--- src/rtl/serial_parity_rx_pkg.sv ---
// Shared frame definitions for the XOR parity link.
// Used by both the receiver and the matching transmitter.
package serial_parity_rx_pkg;

  typedef enum logic [2:0] {
    IDLE   = 3'd0,
    DATA   = 3'd1,
    PARITY = 3'd2,
    STOP   = 3'd3,
    BREAK  = 3'd4
  } rx_state_e;

  localparam int DATA_W_DEF = 8;
  localparam bit PAR_EVEN   = 1'b0;
  localparam bit PAR_ODD    = 1'b1;

endpackage

--- src/rtl/serial_parity_rx_par_acc.sv ---
// 1-bit XOR parity accumulator with clear and enable.
// Shared between the link transmitter and receiver.
module par_acc (
  input  logic clock,
  input  logic reset_n,
  input  logic clr,
  input  logic en,
  input  logic d,
  output logic q
);

  always_ff @(posedge clock or negedge reset_n) begin
    if (!reset_n) begin
      q <= 1'b0;
    end else if (clr) begin
      q <= 1'b0;
    end else if (en) begin
      q <= q ^ d;
    end
  end

endmodule

--- src/rtl/serial_parity_rx.sv ---
// Serial start/data/parity/stop frame receiver.
// Deserialises LSB-first data and flags parity/framing errors.
module serial_parity_rx
  import serial_parity_rx_pkg::*;
#(
  parameter int DATA_W = DATA_W_DEF,
  parameter bit ODD    = PAR_EVEN
) (
  input  logic              clock,
  input  logic              reset_n,
  input  logic              rx_en,
  input  logic              rx_bit,
  output logic [DATA_W-1:0] data,
  output logic              data_valid,
  output logic              parity_err,
  output logic              frame_err,
  output logic              busy
);

  localparam int CW = $clog2(DATA_W + 1);
  localparam logic [CW-1:0] LAST = CW'(DATA_W - 1);

  rx_state_e         state_q;
  rx_state_e         state_d;
  logic [CW-1:0]     cnt_q;
  logic [CW-1:0]     cnt_d;
  logic [DATA_W-1:0] sr_q;
  logic [DATA_W-1:0] sr_d;
  logic              perr_q;
  logic              perr_d;
  logic              acc_clr;
  logic              acc_en;
  logic              acc_q;
  logic              fire;

  par_acc u_acc (
    .clock   (clock),
    .reset_n (reset_n),
    .clr     (acc_clr),
    .en      (acc_en),
    .d       (rx_bit),
    .q       (acc_q)
  );

  always_comb begin
    state_d = state_q;
    cnt_d   = cnt_q;
    sr_d    = sr_q;
    perr_d  = perr_q;
    acc_clr = 1'b0;
    acc_en  = 1'b0;
    fire    = 1'b0;
    unique case (state_q)
      IDLE: begin
        if (rx_en && !rx_bit) begin
          state_d = DATA;
          cnt_d   = '0;
          acc_clr = 1'b1;
        end
      end
      DATA: begin
        if (rx_en) begin
          sr_d   = {rx_bit, sr_q[DATA_W-1:1]};
          acc_en = 1'b1;
          cnt_d  = cnt_q + 1'b1;
          if (cnt_q == LAST) begin
            state_d = PARITY;
          end
        end
      end
      PARITY: begin
        if (rx_en) begin
          perr_d  = acc_q ^ rx_bit ^ ODD;
          state_d = STOP;
        end
      end
      STOP: begin
        if (rx_en) begin
          fire    = 1'b1;
          state_d = rx_bit ? IDLE : BREAK;
        end
      end
      BREAK: begin
        // a low stop bit never doubles as a new start bit
        if (rx_en && rx_bit) begin
          state_d = IDLE;
        end
      end
      default: begin
        state_d = IDLE;
      end
    endcase
  end

  always_ff @(posedge clock or negedge reset_n) begin
    if (!reset_n) begin
      state_q <= IDLE;
      cnt_q   <= '0;
      sr_q    <= '0;
      perr_q  <= 1'b0;
    end else begin
      state_q <= state_d;
      cnt_q   <= cnt_d;
      sr_q    <= sr_d;
      perr_q  <= perr_d;
    end
  end

  always_ff @(posedge clock or negedge reset_n) begin
    if (!reset_n) begin
      data       <= '0;
      data_valid <= 1'b0;
      parity_err <= 1'b0;
      frame_err  <= 1'b0;
      busy       <= 1'b0;
    end else begin
      if (fire) begin
        data <= sr_q;
      end
      data_valid <= fire;
      parity_err <= fire & perr_q;
      frame_err  <= fire & ~rx_bit;
      busy       <= (state_d != IDLE);
    end
  end

endmodule

--- config.mk ---
export PLATFORM = sky130hd
export DESIGN_NAME = serial_parity_rx
export DESIGN_NICKNAME = d
export VERILOG_FILES = /design/src/rtl/serial_parity_rx_pkg.sv /design/src/rtl/serial_parity_rx_par_acc.sv /design/src/rtl/serial_parity_rx.sv
export SDC_FILE = /design/constraint.sdc
export NUM_CORES = 1
export LEC_CHECK = 0
export CORE_MARGIN = 8
export CORE_UTILIZATION = 40
export CTS_BUF_LIST = sky130_fd_sc_hd__clkbuf_4
export CTS_CLUSTER_SIZE = 20
export DETAILED_ROUTE_END_ITERATION = 12
export SLEW_MARGIN = 10
export SYNTH_ARGS = -nofsm -noshare
export SYNTH_HDL_FRONTEND = slang
export SYNTH_SLANG_ARGS = --single-unit
--- constraint.sdc ---
create_clock -name clock -period 1.2 [get_ports clock]
set_input_delay 0.18 -clock clock [delete_from_list [all_inputs] [get_ports clock]]
set_output_delay 0.18 -clock clock [all_outputs]
set_load 0.005 [all_outputs]
==> results of run 1 <==
## worst max-delay path, delay by kind of cell (launching register included)
kind	cells	cell delay, ps
AND/OR/NAND/NOR	1	320
buffers and inverters	1	160
multiplexers	1	320
flip-flops	1	430
## cells by family after synthesis
logic type	count (synthesis)
DFF	29
AOI/OAI and AO/OA	15
adders and majority gates	1
xor gates and xnor gates	1
buffers and inverters	8
and+or+nand+nor	26
muxes	18
## report_power, final
part | internal (W) | switching [W]
Combinational | 0.000819 | 0.000549
Clock | 0.000645 | 0.000356
Sequential | 0.00135 | 0.000248
## layout make-up
| cell class | instances | area (um^2) |
|---|---|---|
| Inverter | 1 | 3.75 |
| Clock inverter | 3 | 65.1 |
| Clock buffer | 5 | 37.5 |
| Sequential cell | 29 | 726 |
| Timing Repair Buffer | 32 | 303 |
| Tap cell | 44 | 55.1 |
| Multi-Input combinational cell | 61 | 542 |
| Fill cell | 277 | 1320 |
## metrics by stage
stage / instance area, um^2 / setup slack, ps / setup TNS [ps]
floorplan: 1300 / -102 / -725
global placement: 1580 / -390 / -9190
detailed placement: 1580 / -410 / -9880
CTS: 1690 / -138 / -2240
global route: 1730 / -194 / -3740
finish: 1730 / -138 / -2250
## synth_stat cells
| library cell | count | area, um^2 |
|---|---|---|
| a21oi_2 | 1 | 8.76 |
| buf_6 | 1 | 11.3 |
| xnor2_1 | 1 | 8.76 |
| nand4b_4 | 1 | 23.8 |
| inv_2 | 1 | 3.75 |
| nand2b_1 | 3 | 18.8 |
| and3_1 | 1 | 6.26 |
| buf_12 | 1 | 20.0 |
| nor2_2 | 1 | 6.26 |
| a31o_1 | 1 | 8.76 |
| o21ai_1 | 2 | 10.0 |
| a21o_1 | 2 | 15.0 |
| and4bb_1 | 2 | 25.0 |
| buf_4 | 1 | 7.51 |
| and2_1 | 1 | 6.26 |
| nand4_1 | 1 | 6.26 |
| a311oi_1 | 1 | 8.76 |
| mux2_1 | 16 | 180 |
| mux2i_1 | 2 | 20.0 |
| or4b_4 | 1 | 13.8 |
| nor2_1 | 6 | 22.5 |
| a41oi_1 | 1 | 8.76 |
| o21bai_1 | 1 | 7.51 |
| nor3_1 | 4 | 20.0 |
| a21oi_1 | 3 | 15.0 |
| buf_2 | 4 | 20.0 |
| a31oi_1 | 1 | 6.26 |
| a222oi_1 | 1 | 10.0 |
| or4_1 | 1 | 7.51 |
| ha_1 | 1 | 12.5 |
| dfrtp_1 | 29 | 726 |
| a211oi_1 | 1 | 7.51 |
| nand2_1 | 4 | 15.0 |
## state kept, by name, summed over array words and instances (netlist names)
| signal | flops |
|---|---|
| busy | 1 |
| state_q | 3 |
| data | 8 |
| u_acc.q | 1 |
| sr_q | 8 |
| data_valid | 1 |
| parity_err | 1 |
| frame_err | 1 |
| perr_q | 1 |
| cnt_q | 4 |
## layer usage
metal,track usage,routed length [um],vias to the layer above,share of wire
met5,0,0,-,0
met4,0.0578,48,0,0.020
met3,0.0563,174,4,0.073
met2,0.154,1140,22,0.48
met1,0.107,1010,443,0.42
li1,-,-,414,-
## final timing paths
path                                       from                   end  slack, ps
min                                     reset_n   data[5]$_DFFE_PN0P_        190
min reg2reg                 data[0]$_DFFE_PN0P_   data[0]$_DFFE_PN0P_        490
max in group asynchronous               reset_n  data_valid$_DFF_PN0_        840
max reg2reg                state_q[2]$_DFF_PN0_   sr_q[6]$_DFFE_PN0P_       -140
max                        state_q[2]$_DFF_PN0_   sr_q[6]$_DFFE_PN0P_       -140
min in group clock          data[0]$_DFFE_PN0P_   data[0]$_DFFE_PN0P_        490
## timing repair
item / 4_1_cts / 5_1_grt
pin swaps: 2 / 2
setup buffers: 2 / 0
gates resized for setup: 15 / 14
setup endpoints to repair: 35 / 32
==> impl_metrics.py, run 1 <==
metrics = {
    "worst_setup_path": {
        "cp_max_fo": 14,
        "crit_chain": "and4bb_1 > buf_12 > mux2_1",
        "required_ps": 1420,
        "reg2reg_depth": 3,
        "crit_path_end_kind": "flop",
        "crit_slowest_cell": "dfrtp_1",
        "cpPeakStageDelay_ps": 430,
        "cp-start-kind": "flop",
        "cp_data_arrival_time_ps": 1560,
        "crit_type": "flop to flop",
    },
    "placed_design": {
        "portBuffers": 15,
        "post-place-cells": 165,
        "dp_hpwl_um": 1580,
        "place_congestion": 0.808,
    },
    "timing": {
        "worstMarginPinSlew_ps": 253,
        "setup_viol": 23,
        "hold-worst-slack_ps": 192,
        "finalWorstSetupSlack_ps": -138,
        "hold_violations": 0,
        "drv_slew": 0,
        "relSlewSlack": 0.831,
        "final.period_utilization": 1.12,
        "clock-skew-final_ps": 10.5,
        "rsz0062_at_grt": "yes",
        "fin_crit_ps": 1340,
        "clock.fmax_mhz": 747,
    },
    "yosys": {
        "yosysSeqAreaShare": 0.564,
        "synth_mux_area_frac": 0.155,
        "synth_simple_gate_area_frac": 0.133,
        "yosysUniqueCellTypes": 33,
        "postSynthAreaPerCell_um2": 13.1,
        "synthAdderAreaFrac": 0.00972,
        "yosys_warnings": 0,
        "synth_seq_cells": 29,
        "synth_nets": 103,
        "syn_area_um2": 1290,
        "synth_top_family_by_area": "multiplexers",
        "synth_xor_area_frac": 0.00680,
        "synthCells": 98,
        "synth_compound_area_frac": 0.0826,
    },
    "power": {
        "p_leak_nw": 0.813,
        "finalPower_w": 0.00397,
        "p_per_area_nw_per_um2": 2290,
        "ir_drop_mv": 1.08,
    },
    "global_routing": {
        "grt_pass1_wl_um": 3970,
        "grt_use_total": 0.101,
        "grt-ovfl-total": 0,
        "grt_pass1_vias": 867,
        "grt_max_degree": 30,
        "antenna_found_initial": 0,
    },
    "die": {
        "rows": 20,
        "ios": 16,
        "initial_core_util": 0.422,
        "die_h_um": 72.7,
        "core-area_um2": 3050,
        "fp.dieW_um": 72.7,
        "dieArea_um2": 5290,
    },
    "routing": {
        "drtIter0Drc": 45,
        "wl_per_cell_um": 13.6,
        "ant_nets": 0,
        "via_count": 883,
        "vias_per_cell": 5.05,
        "drt_pass1_iterations": 4,
        "wl_um": 2370,
        "drc": 0,
    },
    "run": {
        "maxCapViolations": 0,
    },
    "run_status": {
        "status": "complete, but fails checks",
        "violations": "negative setup slack",
    },
    "cells_and_area": {
        "drive_gt1_frac": 0.305,
        "stdcell_count": 175,
        "antenna_cells": 0,
        "fin_util": 0.567,
        "final_cell_mix": "dfrtp_1, mux2_1, buf_4",
        "layout_commonest_cell": "dfrtp_1",
        "syn_to_final_growth_pct": 34.5,
        "fin_nets": 135,
    },
    "cts": {
        "postCtsHoldBufs": 0,
        "path_clk_slew_ps": 100,
        "clk_path_buf_depth": 2,
        "clock-sinks": 29,
        "cts_tree": "built",
        "h-tree-depth": 2,
        "clkLatencyLatePin_ps": 330,
        "cts_root_buffer": "clkbuf_4",
        "cts_buffers": 5,
    },
    "worst_hold_path": {
        "worstHoldPathType": "input pin to asynchronous set/reset pin",
    },
}
No activity file was read; power rests on OpenSTA's default activity.
==> run 2, diff against run 1 <==
Settings changed: CAP_MARGIN from default to 30.
==> results of run 2 <==
Same layout as run 1: the final DEF is identical, and so are final timing and power.
==> run 3, diff against run 2 <==
Settings changed: DONT_BUFFER_PORTS from default to 1.
==> impl_metrics.py, run 3 (synthesis results as in run 1) <==
metrics = {
    "worst_setup_path": {
        "crit_path_end_kind": "flop",
        "cp_top_family": "flip-flops",
        "required_ps": 1420,
        "cp_max_fo": 8,
        "cp-start-kind": "flop",
        "crit_type": "flop to flop",
        "cp_data_arrival_time_ps": 1580,
        "path_buf_inv": 1,
        "crit_chain": "and4bb_4 > buf_12 > mux2_1",
        "cpPeakStageDelay_ps": 430,
        "crit_slowest_cell": "dfrtp_1",
    },
    "power": {
        "p_per_area_nw_per_um2": 2190,
        "p_leak_nw": 0.823,
        "finalPower_w": 0.00363,
        "ir_drop_mv": 0.646,
    },
    "global_routing": {
        "grt_use_total": 0.111,
        "grt-ovfl-total": 0,
        "grt_pass1_vias": 874,
        "grt_max_degree": 30,
        "antenna_found_initial": 0,
        "grt_pass1_wl_um": 4370,
    },
    "die": {
        "fp.dieW_um": 72.7,
        "rows": 20,
        "core-area_um2": 3050,
        "ios": 16,
        "dieArea_um2": 5290,
        "initial_core_util": 0.422,
        "die_h_um": 72.7,
    },
    "routing": {
        "ant_nets": 0,
        "drt_pass1_iterations": 4,
        "drtIter0Drc": 41,
        "wl_um": 2510,
        "wl_per_cell_um": 15.3,
        "vias_per_cell": 5.19,
        "via_count": 851,
        "drc": 0,
    },
    "cells_and_area": {
        "final_cell_mix": "dfrtp_1, mux2_4, buf_4",
        "syn_to_final_growth_pct": 29.0,
        "antenna_cells": 0,
        "layout_commonest_cell": "dfrtp_1",
        "stdcell_area_um2": 1660,
        "drive_gt1_frac": 0.417,
        "top_regs": "data: 8 flops, sr_q: 8 flops, cnt_q: 4 flops",
        "fin_nets": 124,
    },
    "timing": {
        "rsz0062_at_grt": "yes",
        "finalWorstSetupSlack_ps": -167,
        "relSlewSlack": 0.814,
        "fin_crit_ps": 1370,
        "setup_viol": 23,
        "clock-skew-final_ps": 9.30,
        "hold_violations": 0,
        "clock.fmax_mhz": 732,
        "final.period_utilization": 1.14,
        "worstMarginPinSlew_ps": 279,
        "drv_slew": 0,
    },
    "cts": {
        "clkLatencyLatePin_ps": 320,
        "cts_root_buffer": "clkbuf_4",
        "path_clk_slew_ps": 90,
        "clock-sinks": 29,
        "clk_path_buf_depth": 2,
        "cts_tree": "built",
        "h-tree-depth": 2,
        "cts_buffers": 5,
    },
    "placed_design": {
        "placed_cell_area_um2": 1380,
        "portBuffers": 0,
        "place_congestion": 0.671,
        "dp_hpwl_um": 1480,
    },
    "run_status": {
        "status": "complete, but fails checks",
        "violations": "negative setup slack",
    },
    "worst_hold_path": {
        "worstHoldPathType": "input pin to flop",
    },
    "run": {
        "maxCapViolations": 0,
    },
}
==> run 3: area by class of cell <==
type	instances	area [um^2]
Inverter	1	3.75
Clock buffer	6	45.0
Timing Repair Buffer	20	221
Fill cell	268	1390
Tap cell	44	55.1
Clock inverter	2	10.0
Sequential cell	29	726
Multi-Input combinational cell	62	599
==> run 3: layer usage <==
metal  part of all wire  wire length (um)  vias to the layer above  track usage
met3              0.063               158                        8       0.0563
met2               0.47              1190                       16        0.164
met4              0.029                74                        0       0.0667
li1                   -                 -                      398            -
met5                  0                 0                        -            0
met1               0.43              1090                      429        0.125
==> run 3: report_power, final <==
part | leakage, nW | internal, W | switching [W]
clock network | 0.0354 | 0.000245 | 0.000326
logic | 0.423 | 0.000874 | 0.000535
registers | 0.365 | 0.00135 | 0.000295
total | 0.823 | 0.00247 | 0.00116
==> run 3: worst paths after layout <==
kind | to | from | depth (start not counted) | slack (ps)
max | sr_q[6]$_DFFE_PN0P_ | state_q[1]$_DFF_PN0_ | 3 | -170
min | u_acc.q$_DFFE_PN0P_ | rx_bit | 2 | 20
max reg2reg | sr_q[6]$_DFFE_PN0P_ | state_q[1]$_DFF_PN0_ | 3 | -170
min reg2reg | parity_err$_DFF_PN0_ | perr_q$_DFFE_PN0P_ | 1 | 500
max in group asynchronous | perr_q$_DFFE_PN0P_ | reset_n | 2 | 750
min in group asynchronous | data[4]$_DFFE_PN0P_ | reset_n | 2 | 290
==> run 3: through the flow <==
stage | instances | setup TNS (ps) | util | hold slack [ps] | worst slack, ps
after CTS | 164 | -2480 | 0.538 | 1.10 | -157
after global routing | 164 | -3670 | 0.544 | 10.7 | -208
after global placement | 145 | -1740 | 0.451 | -115 | -109
after floorplan | 98 | -725 | - | -116 | -102
after detailed placement | 145 | -2400 | 0.451 | -115 | -141
final | 164 | -2510 | 0.544 | 16.7 | -167
==> run 3: timing repair <==
item	4_1_cts	5_1_grt
pin swaps	5	1
cloned	2	0
setup buffers	5	0
endpoints found under the hold margin	33	0
resized for setup	22	4
hold buffers	4	0
endpoints found under the setup margin	24	27
==> variant (flow settings as in run 1) <==
Register the output `frame_err` once more, cleared by the reset; this adds one clock of latency there. The other outputs are not delayed to match.
--- a/src/rtl/serial_parity_rx.sv
+++ b/src/rtl/serial_parity_rx.sv
@@ -21,2 +21,4 @@
   localparam logic [CW-1:0] LAST = CW'(DATA_W - 1);
+
+  logic frame_err_s0;
 
@@ -113,3 +115,3 @@
       parity_err <= 1'b0;
-      frame_err  <= 1'b0;
+      frame_err_s0 <= 1'b0;
       busy       <= 1'b0;
@@ -121,4 +123,12 @@
       parity_err <= fire & perr_q;
-      frame_err  <= fire & ~rx_bit;
+      frame_err_s0 <= fire & ~rx_bit;
       busy       <= (state_d != IDLE);
+    end
+  end
+
+  always_ff @(posedge clock or negedge reset_n) begin
+    if (!reset_n) begin
+      frame_err <= '0;
+    end else begin
+      frame_err <= frame_err_s0;
     end
Check against the original RTL: no difference found for any inputs over 10 cycles, from zero or initial values and one cycle with reset_n low; that may be too few to reach the edited logic, so the function may still have changed.
==> variant against run 1 <==
- non-clock buffer count grew 9
- count of clock-buffer cells in the layout grew 1
- critical path type unchanged
- the flow still finishes with violations (negative setup slack)
- clock skew shrank 0.0014 ns
- total power shrank 13%
- highest routed layer unchanged
- setup slack lost 0.015 ns
- largest power group unchanged
- hold slack gained 0.015 ns
- maximum frequency shrank 1.1%
- wire length grew 18%
- sequential cell count grew 1
- die area grew 1.5%
- area after synthesis grew 1.9%
- final cell count grew 17%
- final area grew 6.9%
==> variant: results (changes against run 1) <==
Parameter                              Value

Critical path
  Delay-heaviest family, CP ... simple AND/OR/NAND/NOR gates (was flip-flops)
  Source of the critical timing path ... state_q[2] (unchanged)
  Highest-delay cell along the critical path ... sky130_fd_sc_hd__or4b_4 (was sky130_fd_sc_hd__dfrtp_1)
  CP max stage delay ... 0.55 ns (was 0.43 ns)
  Worst R2R End ... cnt_q[0] (was sr_q[6])
  Largest fanout of any net on the critical path ... 3 (was 14)

Final layout
  Nets@finish ... 162 (was 135)
  Filler Cells Inserted ... 290 (was 277)
  Diode count ... 0 (unchanged)
  Synth-to-Final Area Change ... 41.0% (was 34.5%)
  Share of cells above drive strength 1 ... 41.1% (was 30.5%)

Power and ir drop
  Leak ... 0.000912 uW (was 0.000813 uW)
  Sw Ratio ... 32.4% (was 29.1%)
  Maximum vdd ir drop ... 949 uV (was 1080 uV)

Global routing
  Largest net degree at the start of global routing ... 31 (was 30)
  Global-route wire length before repair ... 4640 um (was 3970 um)
  Global routing usage summed across all routing layers ... 11.7% (was 10.1%)
  Via count of the first global-routing pass ... 1007 (was 867)
  Initial antenna violation count ... 0 (unchanged)

Drt
  Average wire per standard cell ... 13.8 um (was 13.6 um)
  Starting DRT DRC Count ... 70 (was 45)
  Routed vias ... 992 (was 883)
  Pre-Repair DR Iteration Count ... 4 (unchanged)
  DR vias/cell ... 4.86 (was 5.05)

STA
  Least setup slack across all paths after layout ... -0.153 ns (was -0.138 ns)
  Number of setup violations in the final report ... 25 (was 23)
  Final Skew ... 0.00902 ns (was 0.0105 ns)
  Slew at the pin closest to its max-slew limit ... 0.290 ns (was 0.253 ns)

Placement
  Cell area after placement ... 1650 um^2 (was 1580 um^2)
  Final estimated routing congestion in global placement ... 0.772 (was 0.808)
  Worst setup slack before clock tree synthesis ... -0.384 ns (was -0.410 ns)
  Total placed cells including tap cells ... 189 (was 165)
  Placed wire-length estimate ... 1830 um (was 1580 um)

Status
  Status ... complete, but fails checks (unchanged)
  Violations in the final reports ... negative setup slack (unchanged)

Yosys
  Dominant cells by area after synthesis ... sky130_fd_sc_hd__dfrtp_1, sky130_fd_sc_hd__nand2_1, sky130_fd_sc_hd__mux2_2, sky130_fd_sc_hd__nand4bb_4, sky130_fd_sc_hd__nor2_1 (was sky130_fd_sc_hd__dfrtp_1, sky130_fd_sc_hd__mux2_1, sky130_fd_sc_hd__and4bb_1, sky130_fd_sc_hd__nand4b_4, sky130_fd_sc_hd__nor2_1)
  Most instantiated cells after synthesis ... sky130_fd_sc_hd__dfrtp_1, sky130_fd_sc_hd__nand2_1, sky130_fd_sc_hd__mux2_2 (was sky130_fd_sc_hd__dfrtp_1, sky130_fd_sc_hd__mux2_1, sky130_fd_sc_hd__nor2_1)
  Post-synthesis cell count ... 116 (was 98)
  Number of distinct library cell variants in the gate-level netlist after synthesis ... 36 (was 33)
  Sequential area share after synthesis ... 57.2% (was 56.4%)

Hold path
  Worst hold-check path type ... input port to async pin (unchanged)
## variant: final cells by class
| class | instances | area share (%) |
|---|---|---|
| repair buffers | 41 | 21.5 |
| inverters | 1 | 0.203 |
| clock inverters | 2 | 0.473 |
| clock buffers | 6 | 2.43 |
| multi-input cells | 78 | 31.6 |
| flip-flops and latches | 30 | 40.6 |
| well taps | 46 | 3.11 |
## variant: metrics by stage
stage	hold slack, ns	setup TNS (ns)
2_1_floorplan	-0.116	-0.903
3_3_place_gp	0.334	-8.18
3_5_place_dp	0.339	-8.89
4_1_cts	0.199	-1.27
5_1_grt	0.204	-3.10
6_report	0.208	-1.82
## variant: how the worst max path moves through the flow
| stage | end | cells past startpoint |
|---|---|---|
| after floorplan | data[0] | 3 |
| after global placement | cnt_q[1] | 4 |
| after detailed placement | cnt_q[1] | 4 |
| after CTS | cnt_q[3] | 4 |
| after global routing | cnt_q[3] | 4 |
| final | cnt_q[0] | 3 |
## variant: what timing repair did
item,CTS,global route
setup endpoints to repair,38,31
buffers inserted,5,1
gates resized for setup,24,20
hold endpoints to repair,0,0
gates cloned,0,1
pin swaps,7,8
## variant: logic make-up (layout without fill, tap and decap cells)
group	Yosys count	count (layout)	synth area share [%]
adders and majority gates	1	1	0.953
and+or+nand+nor	51	51	21.0
AOI/OAI and AO/OA	16	16	8.39
buffers and inverters	8	50	4.19
muxes	9	9	7.63
DFF	30	30	57.2
xor gates and xnor gates	1	1	0.667
## variant: power groups by stage
stage | clock, uW | sequential, uW | combinational [uW]
after floorplan | 0 | 1580 | 607
after global placement | 0 | 1580 | 1100
after detailed placement | 0 | 1610 | 1140
after CTS | 601 | 1580 | 1180
after global routing | 636 | 1640 | 1440
final | 568 | 1590 | 1300
## variant: layer usage
| layer | part of all wire (%) | routed length, um | track usage (%) | up-vias |
|---|---|---|---|---|
| met4 | 3.6 | 100 | 8.67 | 0 |
| met3 | 4.5 | 126 | 3.96 | 9 |
| met2 | 49 | 1390 | 18.6 | 20 |
| met5 | 0 | 0 | 0 | - |
| met1 | 43 | 1190 | 12.6 | 480 |
| li1 | - | - | - | 483 |
